--- src/rtl/pipeline_hazard_ctrl.sv ---
// pipeline_hazard_ctrl
// Stall/flush sequencer for a 5-stage pipeline. It resolves three kinds of event:
//   1. A taken branch or jump resolved in MEM.
//   2. A multi-cycle multiply that occupies EX.
//   3. A load-use hazard between ID and EX.
// From these it drives the write-enables and flushes for the PC, IF/ID, ID/EX and
// EX/MEM registers.
//
// Output handshake: every control output is combinational from the current state and
// the current inputs. Each one is valid for the cycle it is observed in, and the
// pipeline registers act on it at the next rising edge. There is no ready back-pressure.
//
// Two saturating counters record stall cycles and taken-branch events.
// DbgState and DbgCnt expose the multiply-wait FSM so that checkers can bind to it.
module pipeline_hazard_ctrl #(
    parameter int MULT_CYCLES = 4,
    parameter int CNT_W       = 16
) (
    input  logic             clk,
    input  logic             reset,
    input  logic [4:0]       IFID_Rs,
    input  logic [4:0]       IFID_Rt,
    input  logic             ID_UsesRt,
    input  logic             IDEX_MemRead,
    input  logic [4:0]       IDEX_Rt,
    input  logic             IDEX_MultStart,
    input  logic [1:0]       EXMEM_Branch,
    input  logic             EXMEM_Zero,
    input  logic             CntClr,
    output logic             PCWrite,
    output logic             PCSrc,
    output logic             IFIDWrite,
    output logic             IFIDFlush,
    output logic             IDEXWrite,
    output logic             IDEXFlush,
    output logic             EXMEMFlush,
    output logic             MultBusy,
    output logic             MultDone,
    output logic [CNT_W-1:0] StallCount,
    output logic [CNT_W-1:0] FlushCount,
    output logic             DbgState,
    output logic [3:0]       DbgCnt
);

    typedef enum logic {
        RUN       = 1'b0,
        MULT_WAIT = 1'b1
    } state_t;

    // Value loaded into the wait counter on multiply entry. The entry cycle is
    // itself one of the MULT_CYCLES occupancy cycles.
    localparam logic [3:0] MULT_LOAD = 4'(MULT_CYCLES - 1);
    localparam logic [CNT_W-1:0] CNT_MAX = '1;

    state_t           state_q, state_d;
    logic [3:0]       cnt_q, cnt_d;
    logic [CNT_W-1:0] stall_cnt_q, stall_cnt_d;
    logic [CNT_W-1:0] flush_cnt_q, flush_cnt_d;

    logic taken;
    logic load_use;

    // Branch resolution in MEM, and the load-use comparison between ID and EX.
    always_comb begin
        taken = ((EXMEM_Branch == 2'b01) &&  EXMEM_Zero) ||
                ((EXMEM_Branch == 2'b10) && !EXMEM_Zero) ||
                 (EXMEM_Branch == 2'b11);
        load_use = IDEX_MemRead && (IDEX_Rt != 5'd0) &&
                   ((IDEX_Rt == IFID_Rs) || (ID_UsesRt && (IDEX_Rt == IFID_Rt)));
    end

    // FSM next state and control outputs.
    // Priority order: reset, then taken branch, then multiply, then load-use.
    always_comb begin
        state_d    = state_q;
        cnt_d      = cnt_q;
        PCWrite    = 1'b1;
        PCSrc      = 1'b0;
        IFIDWrite  = 1'b1;
        IFIDFlush  = 1'b0;
        IDEXWrite  = 1'b1;
        IDEXFlush  = 1'b0;
        EXMEMFlush = 1'b0;
        MultBusy   = 1'b0;
        MultDone   = 1'b0;

        if (reset) begin
            // Freeze every pipeline register and clear the latches while reset is held.
            PCWrite    = 1'b0;
            IFIDWrite  = 1'b0;
            IDEXWrite  = 1'b0;
            IFIDFlush  = 1'b1;
            IDEXFlush  = 1'b1;
            EXMEMFlush = 1'b1;
            state_d    = RUN;
            cnt_d      = 4'd0;
        end else if (taken) begin
            // Redirect fetch and squash the three younger instructions.
            // This also cancels any multiply that is in flight.
            PCSrc      = 1'b1;
            IFIDFlush  = 1'b1;
            IDEXFlush  = 1'b1;
            EXMEMFlush = 1'b1;
            state_d    = RUN;
            cnt_d      = 4'd0;
        end else if (state_q == MULT_WAIT) begin
            if (cnt_q > 4'd1) begin
                PCWrite    = 1'b0;
                IFIDWrite  = 1'b0;
                IDEXWrite  = 1'b0;
                EXMEMFlush = 1'b1;
                MultBusy   = 1'b1;
                cnt_d      = cnt_q - 4'd1;
            end else begin
                // Final occupancy cycle. The pipeline advances and EX/MEM takes the product.
                MultBusy = 1'b1;
                MultDone = 1'b1;
                state_d  = RUN;
                cnt_d    = 4'd0;
            end
        end else if (IDEX_MultStart) begin
            if (MULT_CYCLES > 1) begin
                PCWrite    = 1'b0;
                IFIDWrite  = 1'b0;
                IDEXWrite  = 1'b0;
                EXMEMFlush = 1'b1;
                MultBusy   = 1'b1;
                cnt_d      = MULT_LOAD;
                state_d    = MULT_WAIT;
            end else begin
                MultDone = 1'b1;
            end
        end else if (load_use) begin
            // One-cycle bubble. The load moves to MEM and the dependent instruction
            // stays in ID.
            PCWrite   = 1'b0;
            IFIDWrite = 1'b0;
            IDEXFlush = 1'b1;
        end
    end

    // Saturating performance counters. A clear takes precedence over an increment.
    always_comb begin
        stall_cnt_d = stall_cnt_q;
        flush_cnt_d = flush_cnt_q;
        if (CntClr) begin
            stall_cnt_d = '0;
            flush_cnt_d = '0;
        end else begin
            if (!PCWrite && (stall_cnt_q != CNT_MAX)) begin
                stall_cnt_d = stall_cnt_q + 1'b1;
            end
            if (taken && (flush_cnt_q != CNT_MAX)) begin
                flush_cnt_d = flush_cnt_q + 1'b1;
            end
        end
    end

    // State, wait counter and performance counter registers.
    always_ff @(posedge clk or posedge reset) begin
        if (reset) begin
            state_q     <= RUN;
            cnt_q       <= 4'd0;
            stall_cnt_q <= '0;
            flush_cnt_q <= '0;
        end else begin
            state_q     <= state_d;
            cnt_q       <= cnt_d;
            stall_cnt_q <= stall_cnt_d;
            flush_cnt_q <= flush_cnt_d;
        end
    end

    // Counter and debug visibility.
    always_comb begin
        StallCount = stall_cnt_q;
        FlushCount = flush_cnt_q;
        DbgState   = state_q;
        DbgCnt     = cnt_q;
    end

endmodule
--- config.mk ---
export PLATFORM = sky130hd
export DESIGN_NAME = pipeline_hazard_ctrl
export DESIGN_NICKNAME = d
export VERILOG_FILES = /design/src/rtl/pipeline_hazard_ctrl.sv
export SDC_FILE = /design/constraint.sdc
export NUM_CORES = 1
export LEC_CHECK = 0
export ABC_CLOCK_PERIOD_IN_PS = 5000
export BUFFER_PORTS_ARGS = -buffer_cell sky130_fd_sc_hd__buf_4
export CORE_ASPECT_RATIO = 0.75
export CORE_MARGIN = 5
export CORE_UTILIZATION = 55
export DETAILED_ROUTE_END_ITERATION = 6
export HOLD_SLACK_MARGIN = 0.06
export PLACE_DENSITY = 0.82
export RECOVER_POWER = 25
export SYNTH_ARGS = -nofsm -noshare
export SYNTH_HDL_FRONTEND = slang
export SYNTH_SLANG_ARGS = --single-unit
export TNS_END_PERCENT = 20
--- constraint.sdc ---
create_clock -name clk -period 5 [get_ports clk]
set_clock_uncertainty 0.15 [all_clocks]
set_input_delay 1 -clock clk [delete_from_list [all_inputs] [get_ports clk]]
set_output_delay 1 -clock clk [all_outputs]
set_load 0.03 [all_outputs]
==> Flow_metrics.wiki <==
{| class="wikitable"
! Metric !! Value
|-
| CTS clock-pin slew for the worst setup and hold paths || 0.07 ns
|-
| Leading post-synthesis cells by cell area || dfrtp_1, nor2_1, xor2_1
|-
| Portion of total power attributed to sequential cells || 0.444
|-
| DRC violation count after routing || 0
|-
| Data required time at the worst endpoint || 3.85 ns
|-
| CP endpoint || IFIDWrite
|-
| Area added between synthesis and finish || 29.7%
|-
| Count of standard-cell rows || 20
|-
| Number of global-route vias before repair || 1,978
|-
| Max-capacitance violation count || 0
|-
| CP max FO || 3
|-
| Fraction of synthesized cell area taken by the top area cell type || 0.416
|-
| I/O Pins || 70
|-
| Wire length of the first global-routing pass || 9.36 mm
|-
| Cell internal power dissipation || 0.516 mW
|-
| Die ar. || 5430 um2
|-
| Maximum number of pins on one net before global-route repair || 36
|-
| Comb pwr share || 0.172
|-
| WP buf/inv || 2
|-
| Endpoint type of the worst setup path || primary output
|-
| Port bufs || 69
|-
| Clock network power share || 0.384
|-
| RSZ-0062 raised after global routing || no
|-
| Final period util || 0.715
|-
| Predominant post-synthesis flop cell || dfrtp_1
|-
| Tot GR Track Use || 0.215
|-
| Post-synthesis average cell area || 9.11 um2
|-
| Startpoint of the most critical setup path || IDEX_Rt[3]
|-
| TritonCTS clock tree || yes
|-
| Antenna violations before repair || 0
|-
| Capture point of the worst reg-to-reg path || StallCount[13]
|-
| Core Box Area || 3980 um2
|-
| Worst Max-Slew Pin Slew || 0.644 ns
|-
| Leakage || 1.30 nW
|-
| Congestion Overflow GR || 0
|-
| Power density cells || 246 nW/um2
|-
| Most frequent cells in the layout || buf_4, dfrtp_1, nor2_1, nand2_1
|-
| Violation count after the first detailed-routing iteration || 116
|-
| Total power consumption of the routed design || 0.708 mW
|-
| Total via count after detailed routing || 2,065
|-
| Most frequent standard cell in the layout excluding fill and tap cells || buf_4
|-
| Post-route worst hold slack || 0.437 ns
|-
| Initial core utilization || 0.559
|-
| Worst hold path class || reg -> reg
|-
| Final weighted congestion of routability-driven global placement || 0.846
|-
| Top achievable clock speed || 0.280 GHz
|-
| Number of buffers added by the clock tree synthesis step || 5
|-
| Post-CTS Setup Repair Bufs || 0
|-
| DP Wirelength || 4.17 mm
|-
| Cells along the critical path || buf_4, xor2_1, nor4_1, a32oi_1, o41a_1, buf_4
|-
| Setup tns final || 0 ns
|-
| Clock latency on the worst-skew pair || 0.29 ns
|-
| Synth area leader || dfrtp_1
|-
| Switching Power || 0.192 mW
|-
| Slew Viols, Final || 0
|-
| Clock tree root buffer cell || clkbuf_8
|-
| Die Height || 65.1 um
|-
| Ys Warns || 0
|-
| Category of cells accounting for the largest share of critical-path delay || compound AO/OA/AOI/OAI gates
|-
| Remaining max-slew budget at the tightest pin || 0.569
|-
| Worst reg-to-reg setup slack || 2.07 ns
|-
| DR pass1 iterations || 4
|-
| DIE WIDTH || 83.4 um
|-
| Synthesized cell area || 2220 um2
|-
| CP Data Arrival Time || 2.42 ns
|-
| Asr flop ratio synth || 1.00
|-
| Number of buffers inserted for hold repair after clock tree synthesis || 0
|-
| Critical path startpoint category || input pin
|-
| Clock period minus worst slack || 3.57 ns
|-
| Antenna diodes || 0
|-
| Cells after DPL || 360
|-
| DR vias/cell || 5.61
|-
| Setup CP Type || in -> out
|-
| Share of cells above drive strength 1 || 0.268
|-
| Max H-tree Level || 2
|-
| Sequential fraction of the synthesis area || 0.416
|-
| Final-report hold violation count || 0
|-
| Critical path depth in cells || 6
|-
| Routed Wire Length || 5.55 mm
|-
| Switching Share || 0.271
|-
| Result of the run || finished, final reports clean
|-
| Buffers from clock root to sink, at most || 2
|-
| Cell depth of the worst flop-to-flop path || 8
|-
| Cell repeated most along the worst path || buf_4
|-
| Seq cells post-synth || 37
|-
| Worst ir drop on vdd || 0.253 mV
|-
| CTS Sinks || 37
|-
| Distinct cells, synth || 46
|-
| Count of antenna-violating nets left after detailed routing || 0
|-
| Gate count of the mapped netlist || 244
|-
| PostCTS Resize Cnt || 0
|-
| Standard cell with the maximum stage delay on the critical path || o41a_1
|-
| Post-synth EDFFs || 0
|-
| Origin of the critical flop-to-flop path || DbgCnt[0]
|-
| Net count after synthesis || 272
|-
| WL per Instance || 15.1 um
|-
| Non-filler instance count after layout || 368
|-
| Nets || 340
|-
| Total of endpoints with negative setup slack in the final report || 0
|-
| Peak per-stage delay on the critical path || 0.43 ns
|-
| Post-layout util || 0.725
|}
## flip-flops by register name, summed over array words and instances, names as in the netlist
signal      cells
FlushCount     16
DbgCnt          4
DbgState        1
StallCount     16
## cell families after synthesis
family	synth area share
xor+xnor	0.0945
fa+ha+maj	0.0225
mux	0.0450
flops	0.416
compound gates	0.122
simple gates	0.262
buf+inv	0.0377
## final cells by class
| class | instances | area [um2] |
|---|---|---|
| multi-input combinational | 190 | 1210 |
| fill | 301 | 1090 |
| clock buffer | 6 | 82.6 |
| clock inverter | 2 | 37.5 |
| tap | 55 | 68.8 |
| timing repair buffer | 70 | 526 |
| inverter | 8 | 30.0 |
| sequential | 37 | 926 |
## power groups by stage
stage               combinational (mW)  clock, mW  sequential (mW)
floorplan                       0.0649          0            0.331
global placement                 0.119          0            0.320
detailed placement               0.122          0            0.320
CTS                              0.123      0.277            0.315
global route                     0.133      0.290            0.316
finish                           0.122      0.272            0.315
## through the flow
step | instance area, um2 | setup WS, ns
final | 2880 | 1.43
after global routing | 2880 | 1.34
after CTS | 2880 | 1.43
after detailed placement | 2760 | 1.44
after global placement | 2760 | 1.51
after floorplan | 2220 | 0.857
## worst min-delay path by stage
stage / start / end / slack (ns) / cells past startpoint
finish: StallCount[15] / StallCount[15] / 0.44 / 2
global route: StallCount[12] / StallCount[12] / 0.48 / 2
CTS: StallCount[15] / StallCount[15] / 0.44 / 2
detailed placement: FlushCount[13] / FlushCount[13] / 0.43 / 2
global placement: FlushCount[2] / FlushCount[2] / 0.41 / 2
floorplan: StallCount[15] / StallCount[15] / 0.54 / 2
## Yosys cell counts (all sizes together), types with 2 or more instances
cell type and n:
nor3 10, clkbuf 5, nand2 16, nor2 35, and4 3, o31a 2, buf 4, nor3b 4
xnor2 9, nor4 3, nand4 3, and2 3, xor2 15, or4 7, a21oi 15, ha 4
mux2i 4, or3 7, and3 3, nor2b 2, o21ai 9, nand3 13, mux2 5, inv 8
dfrtp 37, o31ai 6
## worst register-to-register path, cell delays in order (launching register included)
cell	delay, ns
dfrtp_1	0.45
inv_1	0.09
ha_1	0.23
or2_1	0.24
and2_4	0.17
or4_4	0.48
o22a_4	0.31
nor4_1	0.35
mux2_1	0.35
## metal layers
layer	wire length (um)	share of wire	GRT usage	vias up
li1	-	-	-	1004
met2	2660	0.48	0.357	60
met4	62	0.011	0.0723	0
met1	2500	0.45	0.275	994
met3	321	0.058	0.0559	7
met5	0	0	0	-
No activity file was read; power rests on OpenSTA's default activity.
